## config.mk

```make
export PLATFORM = sky130hd
export DESIGN_NAME = bin8_to_bcd_seq
export DESIGN_NICKNAME = d
export VERILOG_FILES = /design/src/rtl/bin8_to_bcd_seq.sv
export SDC_FILE = /design/constraint.sdc
export NUM_CORES = 1
export LEC_CHECK = 0
export CAP_MARGIN = 20
export CORE_MARGIN = 2
export CORE_UTILIZATION = 51
export DETAILED_ROUTE_END_ITERATION = 16
export MAX_ROUTING_LAYER = met4
export PLACE_DENSITY = 0.76
export SETUP_SLACK_MARGIN = 0.02
export SLEW_MARGIN = 20
export SYNTH_ARGS = -nofsm -noshare
export SYNTH_HDL_FRONTEND = slang
export SYNTH_SLANG_ARGS = --single-unit
```

## constraint.sdc

```tcl
create_clock -name clk -period 1.7 [get_ports clk]
set_clock_uncertainty 0.2 [all_clocks]
set_input_delay 0.425 -clock clk [delete_from_list [all_inputs] [get_ports clk]]
set_output_delay 0.425 -clock clk [all_outputs]
set_load 0.05 [all_outputs]
```

## src/rtl/bin8_to_bcd_seq.sv

```systemverilog
// Sequential binary-to-BCD converter (shift-add-3) feeding the seven-segment display stage.
// One conversion per start; results and sign are held until the next conversion completes.
//
// state  | meaning
// IDLE   | waiting for start; captures data_in/signed_mode on the accepting edge
// LOAD   | forms the magnitude and sign, clears the scratch register and counter
// SHIFT  | ITER cycles of add-3-then-shift-left
// FINISH | publishes digits and sign, pulses done
module bin8_to_bcd_seq #(
    parameter int WIDTH = 8
) (
    input  logic             clk,
    input  logic             rst_n,
    input  logic             start,
    input  logic             signed_mode,
    input  logic [WIDTH-1:0] data_in,
    output logic             busy,
    output logic             done,
    output logic             sign,
    output logic [3:0]       bcd_hund,
    output logic [3:0]       bcd_tens,
    output logic [3:0]       bcd_units
);

    localparam int ITER = WIDTH;
    localparam int SW = WIDTH + 12;
    localparam logic [3:0] CNT_LAST = 4'(ITER - 1);

    typedef enum logic [1:0] {
        IDLE,
        LOAD,
        SHIFT,
        FINISH
    } state_t;

    state_t           state;
    state_t           state_nxt;
    logic [WIDTH-1:0] data_cap;
    logic             signed_cap;
    logic             sign_int;
    logic [WIDTH-1:0] mag;
    logic [SW-1:0]    scratch;
    logic [SW-1:0]    scratch_adj;
    logic [3:0]       cnt;

    function automatic logic [3:0] add3(input logic [3:0] nib);
        return (nib >= 4'd5) ? nib + 4'd3 : nib;
    endfunction

    always_ff @(posedge clk or negedge rst_n) begin
        if (!rst_n) state <= IDLE;
        else        state <= state_nxt;
    end

    always_comb begin
        state_nxt = state;
        case (state)
            IDLE:    if (start) state_nxt = LOAD;
            LOAD:    state_nxt = SHIFT;
            SHIFT:   if (cnt == CNT_LAST) state_nxt = FINISH;
            FINISH:  state_nxt = IDLE;
            default: state_nxt = IDLE;
        endcase
    end

    always_comb begin
        mag = data_cap;
        if (signed_cap && data_cap[WIDTH-1])
            mag = (~data_cap) + {{(WIDTH-1){1'b0}}, 1'b1};
    end

    always_comb begin
        scratch_adj = scratch;
        scratch_adj[WIDTH +: 4]     = add3(scratch[WIDTH +: 4]);
        scratch_adj[WIDTH + 4 +: 4] = add3(scratch[WIDTH + 4 +: 4]);
        scratch_adj[WIDTH + 8 +: 4] = add3(scratch[WIDTH + 8 +: 4]);
    end

    // busy/done are registered so that they trail the state by one edge,
    // which lines the done pulse up with the digit update.
    always_ff @(posedge clk or negedge rst_n) begin
        if (!rst_n) begin
            data_cap   <= '0;
            signed_cap <= 1'b0;
            sign_int   <= 1'b0;
            scratch    <= '0;
            cnt        <= '0;
            busy       <= 1'b0;
            done       <= 1'b0;
            sign       <= 1'b0;
            bcd_hund   <= '0;
            bcd_tens   <= '0;
            bcd_units  <= '0;
        end else begin
            busy <= (state == LOAD) || (state == SHIFT);
            done <= (state == FINISH);
            case (state)
                IDLE: begin
                    if (start) begin
                        data_cap   <= data_in;
                        signed_cap <= signed_mode;
                    end
                end
                LOAD: begin
                    sign_int <= signed_cap & data_cap[WIDTH-1];
                    scratch  <= {12'b0, mag};
                    cnt      <= '0;
                end
                SHIFT: begin
                    scratch <= {scratch_adj[SW-2:0], 1'b0};
                    cnt     <= cnt + 4'd1;
                end
                FINISH: begin
                    bcd_hund  <= scratch[WIDTH + 8 +: 4];
                    bcd_tens  <= scratch[WIDTH + 4 +: 4];
                    bcd_units <= scratch[WIDTH +: 4];
                    sign      <= sign_int;
                end
                default: ;
            endcase
        end
    end

endmodule

```

======== Word-level counts from Yosys, hierarchy flattened ========
Cells that the tools add are included.
storage, ports and cells
  bits in registers ....................... 51
  output and inout port bits .............. 15
  word-level logic and storage cells ...... 43
operators by class
  add/subtract/negate cells ............... 5
  magnitude comparators ................... 3
  equality and inequality tests ........... 6
  mux-type cells .......................... 9
  bitwise gates (word level) .............. 2
  reduce and logical (&&, ||, !) cells .... 6
operators with widths
  cell                                                                                  count
  20-bit case mux with 2 select lines                                                   1
  4-bit by 3-bit greater-or-equal comparator with 1-bit output (second input constant)  3
  4-bit by 2-bit adder with 4-bit output (second input constant)                        2
  8-bit by 1-bit adder with 8-bit output (second input constant)                        1
  4-bit 2-to-1 mux                                                                      2
  8-bit 2-to-1 mux                                                                      1
  8-bit inverter                                                                        1
  2-bit case mux with 4 select lines                                                    1
  4-bit case mux with 2 select lines                                                    1
  4-bit by 1-bit adder with 4-bit output (second input constant)                        1
  2-bit == test (second input constant)                                                 2
  4-bit by 3-bit == test with 1-bit output (second input constant)                      1
  2-bit 2-to-1 mux                                                                      2
  2-bit inequality test (second input constant)                                         2
  2-bit AND reduction                                                                   2
  3-bit by 2-bit adder with 3-bit output (second input constant)                        1
  3-bit 2-to-1 mux                                                                      1
  2-bit by 1-bit == test with 1-bit output (second input constant)                      1
  2-bit logical NOT                                                                     1
  2-bit nonzero test                                                                    1
  1-bit AND                                                                             1
  1-bit logical AND                                                                     1
  1-bit logical OR                                                                      1

======== Longest topological paths before layout ========
  depth after elaboration ................. 4
  mapped depth ............................ 7
  mapped depth without buffers ............ 5

======== Worst setup path after synthesis ========
No wires, ideal clock.
  path kind ............................... reg-to-reg
  start point ............................. register state[0]
  end point ............................... register scratch[5]
  library setup time ...................... 130 ps
  data arrival time ....................... 1384 ps
  slack ................................... -14 ps
  stages on the path, launching flop included .. 7
  path buffers ............................ 1
  cell sequence ........................... dfrtp_1 inv_1 ha_1 buf_4 and3_1 a311oi_1 nand3_1
on the way
  word-level cells in the longest chain between the ends .. 2
  elaborated cells on any way between the ends .. 4
ends and longest elaborated chain
  what                                                                              line  text
  from (decl)                                                                       36    state_t state;
  from (signal assigned)                                                            52    else state <= state_nxt;
  2-bit == test / 2-bit by 1-bit == test with 1-bit output (equally long branches)  97    case (state)
  20-bit case mux with 2 select lines / 2-bit nonzero test (equally long branches)  --
  to (signal assigned)                                                              106   scratch <= {12'b0, mag};
  to (signal assigned)                                                              110   scratch <= {scratch_adj[SW-2:0], 1'b0};
  to (decl)                                                                         42    logic [SW-1:0] scratch;
Several ways; a longest one is shown, not always the timed one.
A chain may end at the register's enable or synchronous reset.

======== Worst setup path after layout ========
  start point ............................. register state[1]
  end point ............................... register scratch[9]
The elaborated chain is that of the path after synthesis.

==> results.cfg <==
[setup_path]
required_ps = 1730
reg2reg_depth = 7
path_class = reg -> reg
crit_family = flip-flops
critical_path.max_fanout = 7
cpPeakStageDelay_ps = 420
cp-end-kind = register
reg2reg_from = state[1]
regToRegSetupSlack_ps = -10
r2r-end = scratch[9]
cp_slowest_cell = dfrtp_1
path_buf_inv = 3
crit_path_start_kind = register
cp_cell_sequence = inv_2, ha_4, buf_12, buf_12, nand3_1, a211o_1, o221ai_1
crit_path_frequent_cell = buf_12
worstPathArrival_ps = 1740

[placed_design]
io_buffers = 26
gp_congestion = 0.784
dpl_cell_area_um2 = 3250
place_ws_ps = -112
dp_hpwl_um = 3560

[die]
die_w_um = 75.6
std_cell_rows = 26
start_util_pct = 52.2
io_pins = 27
die-area_um2 = 5710
core_area_um2 = 5010
dieHeight_um = 75.6

[routing]
avgViaCountPerCell = 5.59
drt-initial-drc-count = 124
drc = 0
ant_nets = 0
routed_wl_um = 5280
firstDrtPassIters = 4
wl_per_cell_um = 14.8
num_vias = 1996

[min_path]
hp-start = cnt[0]
hold-path-endpoint = cnt[0]
hold_path_class = reg -> reg
holdPathStages = 1

[logic_synthesis]
ys_seq_area_share_pct = 48.8
synth_cells = 233
syn_area_per_cell_um2 = 11.2
synthFlopType = dfrtp_1
synth_cell_types = 41
synth.cell_area_um2 = 2610
yosys_warnings = 0
synthesis.nets = 258
ys_async_sr_fraction_pct = 100
synth_edf_count = 0
synth_seq_cells = 51

[finish]
design_area_um2 = 3570
antennaDiodeCount = 0
drive_gt1_share_pct = 33.8
nNetsFinal = 311
areaGrowthSynthToFinish_pct = 36.5

[cts]
ctsHtreeMaxLevel = 2
cts_root_buf = clkbuf_8
cts.sinks = 51
clock_path_buffers = 2
cts_tree = done
numCtsBuffers = 5
clk_pin_slew_ps = 90
clk-insertion-delay-late_ps = 300

[timing]
slew_viol_final = 0
maxSlewHeadroom_pct = 73.2
fin_ws_ps = -13.2
setup-violations-final = 6
tightest_slew_ps = 396
grt_setup_unrepaired = yes
clock.fmax_ghz = 0.584
fin_crit_ps = 1710
hold_slack_ps = 315
finalHoldViolations = 0
period_share_pct = 101

[power_and_ir_drop]
switching_share_pct = 39.1
ir_drop_mv = 1.27
seqPwrFrac_pct = 29.1
finalPower_w = 0.00650
p_clk_share_pct = 10.5
switchingPower_w = 0.00254
p_per_area_nw_per_um2 = 1820
combinationalPowerShare_pct = 60.4
leakage_nw = 1.53
internal_power_w = 0.00396

[global_routing]
grt_max_degree = 52
grt_antenna_before_repair = 0
grt_pass1_wl_um = 9020
grt_usage_pct = 21.2
overflow = 0
grt_pass1_vias = 1946

[job]
maxCapViolations = 0

[status]
failed_checks = setup timing
status = finished, violations left
-- worst max path at each step --
stage,startpoint,end,slack [ps],depth (start not counted)
2_1_floorplan,state[0],state[1],30,5
3_5_place_dp,start,state[1],-110,4
4_1_cts,state[1],scratch[6],10,7
5_1_grt,state[0],scratch[6],-100,6
3_3_place_gp,start,state[1],-70,4
6_report,state[1],scratch[9],-10,7
-- state kept, by name (all words and copies together), names as in the netlist, 2 cells and up --
signal	flops
scratch	20
data_cap	8
bcd_hund	4
bcd_tens	4
bcd_units	4
cnt	4
state	2
-- cells by family after synthesis --
logic type	count (synthesis)	share of synthesized area, %
muxes	26	11.1
and+or+nand+nor	60	13.5
adders and majority gates	13	6.22
xor gates and xnor gates	3	1.01
AOI/OAI and AO/OA	48	13.8
DFF	51	48.8
buffers and inverters	32	5.60
-- per-layer routing --
metal | routed length (um) | share of wire [%] | up-vias | track usage, %
met1 | 2310 | 44 | 992 | 27.7
met2 | 2770 | 52 | 37 | 34.9
met5 | 0 | 0 | - | -
li1 | - | - | 961 | -
met3 | 138 | 2.6 | 6 | 3.57
met4 | 55 | 1.0 | 0 | 4.68
-- synthesized netlist by cell type (2+ instances only) --
cell type | count | area share [%]
and3_1 | 3 | 0.72
inv_1 | 20 | 2.9
nand3_1 | 17 | 3.3
a21oi_1 | 5 | 0.96
nand3b_1 | 9 | 2.6
a2111o_1 | 2 | 0.86
mux2i_1 | 2 | 0.77
nor2b_1 | 9 | 2.2
o221ai_1 | 7 | 2.3
nand2_1 | 4 | 0.57
buf_4 | 5 | 1.4
mux2_2 | 23 | 9.9
o2bb2ai_1 | 2 | 0.67
o22ai_1 | 4 | 0.96
xor2_1 | 2 | 0.67
buf_2 | 6 | 1.1
a211o_1 | 6 | 2.0
ha_1 | 13 | 6.2
o31a_1 | 2 | 0.67
a311oi_1 | 2 | 0.67
nand2b_1 | 5 | 1.2
nand4_1 | 5 | 1.2
o21ai_0 | 2 | 0.38
nor2_1 | 4 | 0.57
a31oi_1 | 3 | 0.72
o21ai_1 | 5 | 0.96
o32ai_1 | 2 | 0.67
dfrtp_1 | 51 | 49
-- timing repair --
item	4_1_cts	5_1_grt
gates resized for setup	11	18
pin swaps	5	8
hold endpoints to repair	51	0
setup buffers	7	3
hold buffers	1	0
endpoints found under the setup margin	29	18
-- power by group through the flow --
stage | combinational (W) | sequential, W | clock (W)
after floorplan | 0.00179 | 0.00203 | 0
after global placement | 0.00310 | 0.00188 | 0
after detailed placement | 0.00318 | 0.00190 | 0
after CTS | 0.00358 | 0.00188 | 0.000703
after global routing | 0.00422 | 0.00194 | 0.000751
final | 0.00393 | 0.00189 | 0.000680
-- cell usage in the layout (no fill, tap or decap), types with 3 or more instances in the layout --
master,n
o221ai_1,6
dfrtp_1,51
o21ai_1,5
buf_4,19
ha_1,10
buf_12,21
inv_2,3
buf_8,3
nor2_1,4
nand3_1,17
ha_4,3
clkbuf_8,5
a31oi_1,3
nand2b_1,5
o22ai_1,4
a21oi_2,3
clkdlybuf4s50_1,10
mux2_2,23
nand2_1,4
inv_1,18
nand4_1,5
a211o_1,6
nor2b_1,7
nand3b_1,9
-- layout make-up --
cell class	instances	area [um^2]
flip-flops and latches	51	1280
multi-input cells	150	1290
clock inverters	2	12.5
fillers	363	1440
clock buffers	6	72.6
inverters	21	78.8
well taps	70	87.6
repair buffers	57	746
-- through the flow --
step | setup TNS [ps] | instances | util [%]
6_report | -35.7 | 357 | 71.2
5_1_grt | -866 | 357 | 71.2
4_1_cts | 0 | 354 | 69.1
3_5_place_dp | -1960 | 338 | 64.9
3_3_place_gp | -1120 | 338 | 64.9
2_1_floorplan | 0 | 233 | -
No activity file was read; power rests on OpenSTA's default activity.
